File: src/rtl/shared_pkg.sv
// Shared SPI command encoding and frame sizing for the SPI master controller.
package shared_pkg;

    localparam int unsigned MEM_WIDTH = 8;
    localparam int unsigned CMD_W     = 2;
    localparam int unsigned FRAME_LEN = CMD_W + MEM_WIDTH;
    localparam int unsigned CNT_W     = 4;

    typedef enum logic [CMD_W-1:0] {
        CMD_WR_ADDR = 2'b00,
        CMD_WR_DATA = 2'b01,
        CMD_RD_ADDR = 2'b10,
        CMD_RD_DATA = 2'b11
    } spi_cmd_e;

endpackage

File: src/rtl/spi_shift_reg.sv
// Parallel-load / serial-in shift register, MSB shifted out first.
module spi_shift_reg #(
    parameter int unsigned WIDTH = 8
) (
    input  logic             clk,
    input  logic             rst_n,
    input  logic             load,
    input  logic [WIDTH-1:0] load_data,
    input  logic             shift,
    input  logic             serial_in,
    output logic             serial_out,
    output logic [WIDTH-1:0] parallel_out
);

    logic [WIDTH-1:0] sr_q;

    always_ff @(posedge clk or negedge rst_n) begin
        if (!rst_n) begin
            sr_q <= '0;
        end else if (load) begin
            sr_q <= load_data;
        end else if (shift) begin
            sr_q <= {sr_q[WIDTH-2:0], serial_in};
        end
    end

    assign serial_out   = sr_q[WIDTH-1];
    assign parallel_out = sr_q;

endmodule

File: src/rtl/spi_master_ctrl.sv
// SPI master: sends a {cmd, byte} frame MSB first and, for RD_DATA,
// receives one byte after a fixed turnaround.
module spi_master_ctrl #(
    parameter int unsigned MEM_WIDTH  = shared_pkg::MEM_WIDTH,
    parameter int unsigned TURNAROUND = 2
) (
    input  logic                       clk,
    input  logic                       rst_n,
    input  logic                       start,
    input  logic [shared_pkg::CMD_W-1:0] cmd,
    input  logic [MEM_WIDTH-1:0]       data_in,
    input  logic                       MISO,
    output logic                       MOSI,
    output logic                       SS_n,
    output logic                       busy,
    output logic [MEM_WIDTH-1:0]       rd_data,
    output logic                       rd_valid,
    output logic                       done
);

    import shared_pkg::*;

    localparam int unsigned FRAME_W = CMD_W + MEM_WIDTH;

    typedef enum logic [2:0] {
        ST_IDLE = 3'd0,
        ST_SEND = 3'd1,
        ST_WAIT = 3'd2,
        ST_RECV = 3'd3,
        ST_DONE = 3'd4
    } state_e;

    state_e             state;
    logic [CNT_W-1:0]   bit_cnt;
    logic               rd_txn;

    logic               frame_load_c;
    logic               frame_shift_c;
    logic               rx_shift_c;
    logic               frame_msb;
    logic [FRAME_W-1:0] frame_par;
    logic               rx_so;
    logic [MEM_WIDTH-1:0] rx_q;
    logic               unused_bits;

    assign frame_load_c  = (state == ST_IDLE) && start;
    assign frame_shift_c = (state == ST_SEND) && (bit_cnt != '0);
    assign rx_shift_c    = (state == ST_RECV);

    // Frame MSB goes straight to MOSI on accept, so the register is loaded pre-shifted.
    spi_shift_reg #(.WIDTH(FRAME_W)) u_frame_sr (
        .clk          (clk),
        .rst_n        (rst_n),
        .load         (frame_load_c),
        .load_data    ({cmd[0], data_in, 1'b0}),
        .shift        (frame_shift_c),
        .serial_in    (1'b0),
        .serial_out   (frame_msb),
        .parallel_out (frame_par)
    );

    spi_shift_reg #(.WIDTH(MEM_WIDTH)) u_rx_sr (
        .clk          (clk),
        .rst_n        (rst_n),
        .load         (1'b0),
        .load_data    ('0),
        .shift        (rx_shift_c),
        .serial_in    (MISO),
        .serial_out   (rx_so),
        .parallel_out (rx_q)
    );

    assign unused_bits = ^{frame_par, rx_so, rx_q[MEM_WIDTH-1]};

    always_ff @(posedge clk or negedge rst_n) begin
        if (!rst_n) begin
            state    <= ST_IDLE;
            bit_cnt  <= '0;
            rd_txn   <= 1'b0;
            MOSI     <= 1'b0;
            SS_n     <= 1'b1;
            busy     <= 1'b0;
            done     <= 1'b0;
            rd_valid <= 1'b0;
            rd_data  <= '0;
        end else begin
            done     <= 1'b0;
            rd_valid <= 1'b0;
            case (state)
                ST_IDLE: begin
                    if (start) begin
                        state   <= ST_SEND;
                        SS_n    <= 1'b0;
                        MOSI    <= cmd[1];
                        busy    <= 1'b1;
                        bit_cnt <= CNT_W'(FRAME_W - 1);
                        rd_txn  <= (spi_cmd_e'(cmd) == CMD_RD_DATA);
                    end
                end
                ST_SEND: begin
                    if (bit_cnt != '0) begin
                        MOSI    <= frame_msb;
                        bit_cnt <= bit_cnt - CNT_W'(1);
                    end else if (rd_txn) begin
                        MOSI <= 1'b0;
                        if (TURNAROUND == 0) begin
                            state   <= ST_RECV;
                            bit_cnt <= CNT_W'(MEM_WIDTH - 1);
                        end else begin
                            state   <= ST_WAIT;
                            bit_cnt <= CNT_W'(TURNAROUND - 1);
                        end
                    end else begin
                        state   <= ST_DONE;
                        SS_n    <= 1'b1;
                        MOSI    <= 1'b0;
                        done    <= 1'b1;
                        bit_cnt <= '0;
                    end
                end
                ST_WAIT: begin
                    if (bit_cnt != '0) begin
                        bit_cnt <= bit_cnt - CNT_W'(1);
                    end else begin
                        state   <= ST_RECV;
                        bit_cnt <= CNT_W'(MEM_WIDTH - 1);
                    end
                end
                ST_RECV: begin
                    if (bit_cnt != '0) begin
                        bit_cnt <= bit_cnt - CNT_W'(1);
                    end else begin
                        // Last MISO bit is merged directly so rd_data is ready in the done cycle.
                        state    <= ST_DONE;
                        SS_n     <= 1'b1;
                        done     <= 1'b1;
                        rd_valid <= 1'b1;
                        rd_data  <= {rx_q[MEM_WIDTH-2:0], MISO};
                        bit_cnt  <= '0;
                    end
                end
                ST_DONE: begin
                    state <= ST_IDLE;
                    busy  <= 1'b0;
                end
                default: begin
                    state <= ST_IDLE;
                    busy  <= 1'b0;
                    SS_n  <= 1'b1;
                    MOSI  <= 1'b0;
                end
            endcase
        end
    end

endmodule

File: config.mk
export PLATFORM = sky130hd
export DESIGN_NAME = spi_master_ctrl
export DESIGN_NICKNAME = d
export VERILOG_FILES = /design/src/rtl/shared_pkg.sv /design/src/rtl/spi_shift_reg.sv /design/src/rtl/spi_master_ctrl.sv
export SDC_FILE = /design/constraint.sdc
export NUM_CORES = 1
export LEC_CHECK = 0
export BUFFER_PORTS_ARGS = -buffer_cell sky130_fd_sc_hd__clkbuf_2
export CAP_MARGIN = 0
export CORE_MARGIN = 2
export CORE_UTILIZATION = 54
export CTS_CLUSTER_DIAMETER = 50
export DETAILED_ROUTE_END_ITERATION = 6
export PLACE_DENSITY = 0.85
export SKIP_CTS_REPAIR_TIMING = 1
export SLEW_MARGIN = 20
export SYNTH_ARGS = -nofsm -noshare
export SYNTH_HDL_FRONTEND = slang
export SYNTH_SLANG_ARGS = --single-unit
export TNS_END_PERCENT = 5
File: constraint.sdc
create_clock -name clk -period 1.7 [get_ports clk]
set_input_delay 0 -clock clk [delete_from_list [all_inputs] [get_ports clk]]
set_output_delay 0 -clock clk [all_outputs]
set_load 0.02 [all_outputs]
### After elaboration in Yosys (flattened, before gate mapping)

Cells that the tools add are included.

| storage, ports and cells | value |
|---|---|
| bits in registers | 38 |
| input bits | 14 |
| output and inout bits | 13 |
| word-level logic and storage cells | 71 |

| cells by class | value |
|---|---|
| $add $sub $neg | 1 |
| equal/unequal tests | 10 |
| mux-type cells | 29 |
| bitwise logic cells | 4 |
| reduce and logical (&&, ||, !) cells | 16 |

Operators with widths:

| cell | number |
|---|---|
| $mux W10 | 2 |
| $mux W4 | 4 |
| $pmux W4 S4 | 1 |
| $mux W3 | 5 |
| $mux W1 | 12 |
| $pmux W3 S4 | 1 |
| $ne A2 B2 Y1 const B | 5 |
| $reduce_and A2 Y1 | 5 |
| $reduce_bool A4 Y1 | 2 |
| $eq A3 B2 Y1 const B | 2 |
| $reduce_or A3 Y1 | 2 |
| $reduce_and A5 Y1 | 1 |
| $not A1 Y1 | 4 |
| $pmux W1 S2 | 2 |
| $pmux W1 S4 | 1 |
| $reduce_and A4 Y1 | 1 |
| $sub A4 B1 Y4 const B | 1 |
| $eq A3 B1 Y1 const B | 1 |
| $eq A3 B3 Y1 const B | 1 |
| $logic_not A3 Y1 | 1 |
| $pmux W1 S3 | 1 |
| $eq A2 B2 Y1 const B | 1 |
| $logic_and A1 B1 Y1 | 2 |
| $reduce_bool A2 Y1 | 1 |
| $reduce_or A2 Y1 | 1 |

### Longest topological paths before layout

| depth | value |
|---|---|
| depth in word-level cells | 4 |
| mapped depth | 5 |
| mapped depth without buffers | 4 |

### Hierarchy

Synthesis repeated with hierarchy kept, for this count alone.

| second synthesis, totals | value |
|---|---|
| cell total of the unflattened synthesis | 168 |
| area total of the unflattened synthesis | 1903.1 um^2 |

Modules (own cells, without submodules):

| module | times used | cells an instance | area each (um^2) | sequential area each (um^2) |
|---|---|---|---|---|
| spi_master_ctrl | 1 | 89 | 1052.3 | 526.8 |
| spi_shift_reg (u_frame_sr) | 1 | 44 | 470.5 | 250.2 |
| spi_shift_reg (u_rx_sr) | 1 | 35 | 380.4 | 200.2 |

### Worst setup path before layout

No wires, ideal clock.

| timing path | value |
|---|---|
| path type | register to register |
| from | register state[2] |
| to | register rd_data[0] |
| library setup time | 0.125 ns |
| data arrival time | 1.343 ns |
| data required time | 1.575 ns |
| setup slack | 0.232 ns |
| stages on the path, launching flop included | 6 |
| buffers on the path | 1 |
| clock period less this slack | 1.468 ns |
| path through | dfrtp_1 -> buf_2 -> nor2b_1 -> nand2_2 -> nor2_8 -> mux2_2 |

| on the way | value |
|---|---|
| longest elaborated chain between the ends | 2 |

Ends and longest elaborated chain:

| what | RTL line | text |
|---|---|---|
| start: declaration | spi_master_ctrl.sv:33 | `state_e state;` |
| start signal: assignment | spi_master_ctrl.sv:77 | `state <= ST_IDLE;` |
| start signal: assignment | spi_master_ctrl.sv:92 | `state <= ST_SEND;` |
| start signal: assignment | spi_master_ctrl.sv:107 | `state <= ST_RECV;` |
| $eq A3 B2 Y1 | spi_master_ctrl.sv:89 | `case (state)` |
| $reduce_and A2 Y1 (no line) | -- |  |
| end signal: assignment | spi_master_ctrl.sv:138 | `rd_data <= {rx_q[MEM_WIDTH-2:0], MISO};` |
| end: declaration | spi_master_ctrl.sv:16 | `output logic [MEM_WIDTH-1:0] rd_data,` |

Every way passes these cells.
A chain may end at the register's enable or synchronous reset.

### Final worst setup path

| timing path | value |
|---|---|
| from | register bit_cnt[2] |
| to | register u_frame_sr.sr_q[2] (netlist: u_frame_sr.parallel_out[2]) |

| on the way | value |
|---|---|
| longest elaborated chain between the ends | 3 |

Ends and longest elaborated chain:

| what | RTL line | text |
|---|---|---|
| start: declaration | spi_master_ctrl.sv:34 | `logic [CNT_W-1:0] bit_cnt;` |
| start signal: assignment | spi_master_ctrl.sv:96 | `bit_cnt <= CNT_W'(FRAME_W - 1);` |
| start signal: assignment | spi_master_ctrl.sv:103 | `bit_cnt <= bit_cnt - CNT_W'(1);` |
| start signal: assignment | spi_master_ctrl.sv:108 | `bit_cnt <= CNT_W'(MEM_WIDTH - 1);` |
| $reduce_bool A4 Y1 | spi_master_ctrl.sv:47 | `assign frame_shift_c = (state == ST_SEND) && (bit_cnt != '0);` |
| $logic_and A1 B1 Y1 | spi_master_ctrl.sv:47 |  |
| $reduce_bool A2 Y1 (no line) | -- |  |
| end signal: assignment | spi_shift_reg.sv:21 | `sr_q <= load_data;` |
| end signal: assignment | spi_shift_reg.sv:23 | `sr_q <= {sr_q[WIDTH-2:0], serial_in};` |
| end: declaration | spi_shift_reg.sv:15 | `logic [WIDTH-1:0] sr_q;` |

Every way passes these cells.

==> metrics <==
status complete, but fails checks; failing checks DRC; Sink Count 37; clk slew on worst S/H paths 0.12 ns; Max H-tree Level 2; Critical Path AT 1.87 ns; area grow syn2layout 25.3%; setup violators final 0; CTS root buf clkbuf_4; DIE AREA 3470 sq um; CP max stage cell dfrtp_1; CTS tree built; io pins 27; Final Max Slew Viols 0; FF+latch area 927 sq um; 1st-pass router iterations 6; Total Wirelength 3290 microns; cell row count 19; clock insertion delay at the later pin of the skew report 0.35 ns; worst vdd ir 0.00118 V; Syn Nets 153; routed vias/inst 5.54; worst-margin pin slew 0.458 ns; Tmin final 1.62 ns; layout cells sized above 1 35.4%; first-pass GRT wire length 5400 microns; final period utilization 95.3%; Static Leak 1.03 nW; commonest non-fill, non-tap cells in the layout 36 x dfrtp_1, 26 x clkbuf_2, 15 x mux2_2, 12 x nor2_1, 12 x dlygate4sd3_1; YS warnings 0; FMAX 0.617 GHz; via count 1218; # DRC 2; chip height 58.9 microns; syn avg cell area 11.7 sq um; prevailing post-synth register cell dfrtp_1; Seq/Total Area, Yosys 57.0%; NumNets Final 202; family with the most delay on the worst path simple AND/OR/NAND/NOR gates; Worst Hold Class in -> reg; Final Hold Viols 0; post-detailed-route count of antenna-violating nets 0; Pwr Total 0.00367 W; port bufs 26; WS Path Type reg -> reg; Final Wtd Congestion 0.848; Seq cells post-synth 37; pwr/cell area 1800 nW/um^2; area of the multi-input gates 649 sq um; gr ovfl total 0; skew final 0.0112 ns; diode count 0; initial core utilization 58.0%; Slew HR 69.5%; vias in the first global route 1193; Startpoint Class register; Post-synth EDFFs 0; Critical path buffers and inverters 1; CP endpoint kind register; Wirelength per Cell 14.9 microns; fill cell total of the finished layout 193; commonest non-fill, non-tap cell in the layout dfrtp_1; largest fanout on the critical path 10; final setup TNS 0 ns; drt initial violations 28; post-DP HPWL 2210 microns; Syn Std Cell Area 1630 sq um; clk buf depth 2; total CTS buffers 5; Core Region 2810 sq um; largest net degree at the start of global routing 21; async set-reset flop share out of synthesis 100%; CP Data Required Time 1.95 ns; Crit path largest cell delay 0.47 ns; Die W 58.9 microns; GRT Total Usage 21.0%; initial antenna violation count 0; synthesized instance count 139; Max-cap violations 0; Cell Chain, Critical Path nor4_4 > nor3_2 > buf_4 > a22o_2 > a21o_1; synth unique cells 36
## registers in the layout, summed over array words and instances (netlist names)
name and flops:
done 1, rd_valid 1, bit_cnt 4, busy 1, MOSI 1, rd_data 8, SS_n 1, rd_txn 1
u_frame_sr.parallel_out 9, u_rx_sr.parallel_out 7, state 3
## path summary, 6_finish.rpt
check	start	end	slack, ns	cells after the start
setup / recovery	bit_cnt[2]	u_frame_sr.parallel_out[2]	0.08	5
setup reg to reg	bit_cnt[2]	u_frame_sr.parallel_out[2]	0.08	5
min in group asynchronous	rst_n	MOSI	0.11	2
max in group asynchronous	rst_n	bit_cnt[0]	0.96	3
hold reg to reg	u_frame_sr.parallel_out[8]	u_frame_sr.parallel_out[8]	0.49	1
hold / removal	start	MOSI	0.09	4
## metal layers
layer | vias up | wire (microns) | part of all wire (%) | global-route usage (%)
met4 | 0 | 46 | 1.4 | 7.47
met1 | 595 | 1480 | 45 | 27.5
met2 | 23 | 1660 | 50 | 34.0
met3 | 5 | 102 | 3.1 | 5.49
li1 | 595 | - | - | -
met5 | - | 0 | 0 | 0
## report_power, final
part           switching [W]  internal [W]  total, W
Combinational       0.000793      0.000729   0.00152
Sequential          0.000280       0.00124   0.00152
Clock               0.000314      0.000311  0.000625
## through the flow
| stage | std cells | setup WS [ns] | util [%] | instance area, sq um | hold WS, ns |
|---|---|---|---|---|---|
| 2_1_floorplan | 139 | 0.232 | - | 1630 | -0.296 |
| 3_3_place_gp | 199 | 0.166 | 65.2 | 1830 | -0.0397 |
| 3_5_place_dp | 199 | 0.120 | 65.2 | 1830 | -0.0278 |
| 4_1_cts | 207 | 0.105 | 68.2 | 1910 | -0.416 |
| 5_1_grt | 220 | -0.00463 | 72.7 | 2040 | 0.135 |
| 6_report | 220 | 0.0805 | 72.7 | 2040 | 0.0928 |
## Yosys cell counts, drive strengths merged, types with 2 or more instances
library cell,number,share of area (%)
a211oi,2,0.92
a21o,5,2.3
a21oi,9,2.8
a22o,4,2.3
a31oi,3,1.2
buf,4,1.8
clkbuf,2,0.46
dfrtp,36,55
inv,4,0.92
mux2,15,10
mux2i,2,1.2
nand2,11,2.7
nand2b,3,1.2
nand3,2,0.61
nor2,13,4.0
nor2b,2,0.77
nor3,6,2.2
o21ai,3,0.92
o31ai,2,0.92
## cell families after synthesis
group / count (synthesis) / share of synthesized area [%]
and+or+nand+nor: 42 / 14.3
DFF: 37 / 57.0
AOI/OAI and AO/OA: 33 / 14.0
muxes: 17 / 11.6
buffers and inverters: 10 / 3.15
## worst register-to-register path: cells and delay by family (launching register included)
family	cells	cell delay [ns]
AOI/OAI and AO/OA	2	0.41
buffers and inverters	1	0.18
DFF	1	0.47
and+or+nand+nor	2	0.48
## area by class of cell
cell class	instances	area share, %
flip-flops and latches	37	45.5
multi-input cells	92	31.8
repair buffers	48	16.0
clock inverters	3	2.27
well taps	31	1.90
clock buffers	5	1.84
inverters	4	0.736
Power figures use the tool's default switching activity.
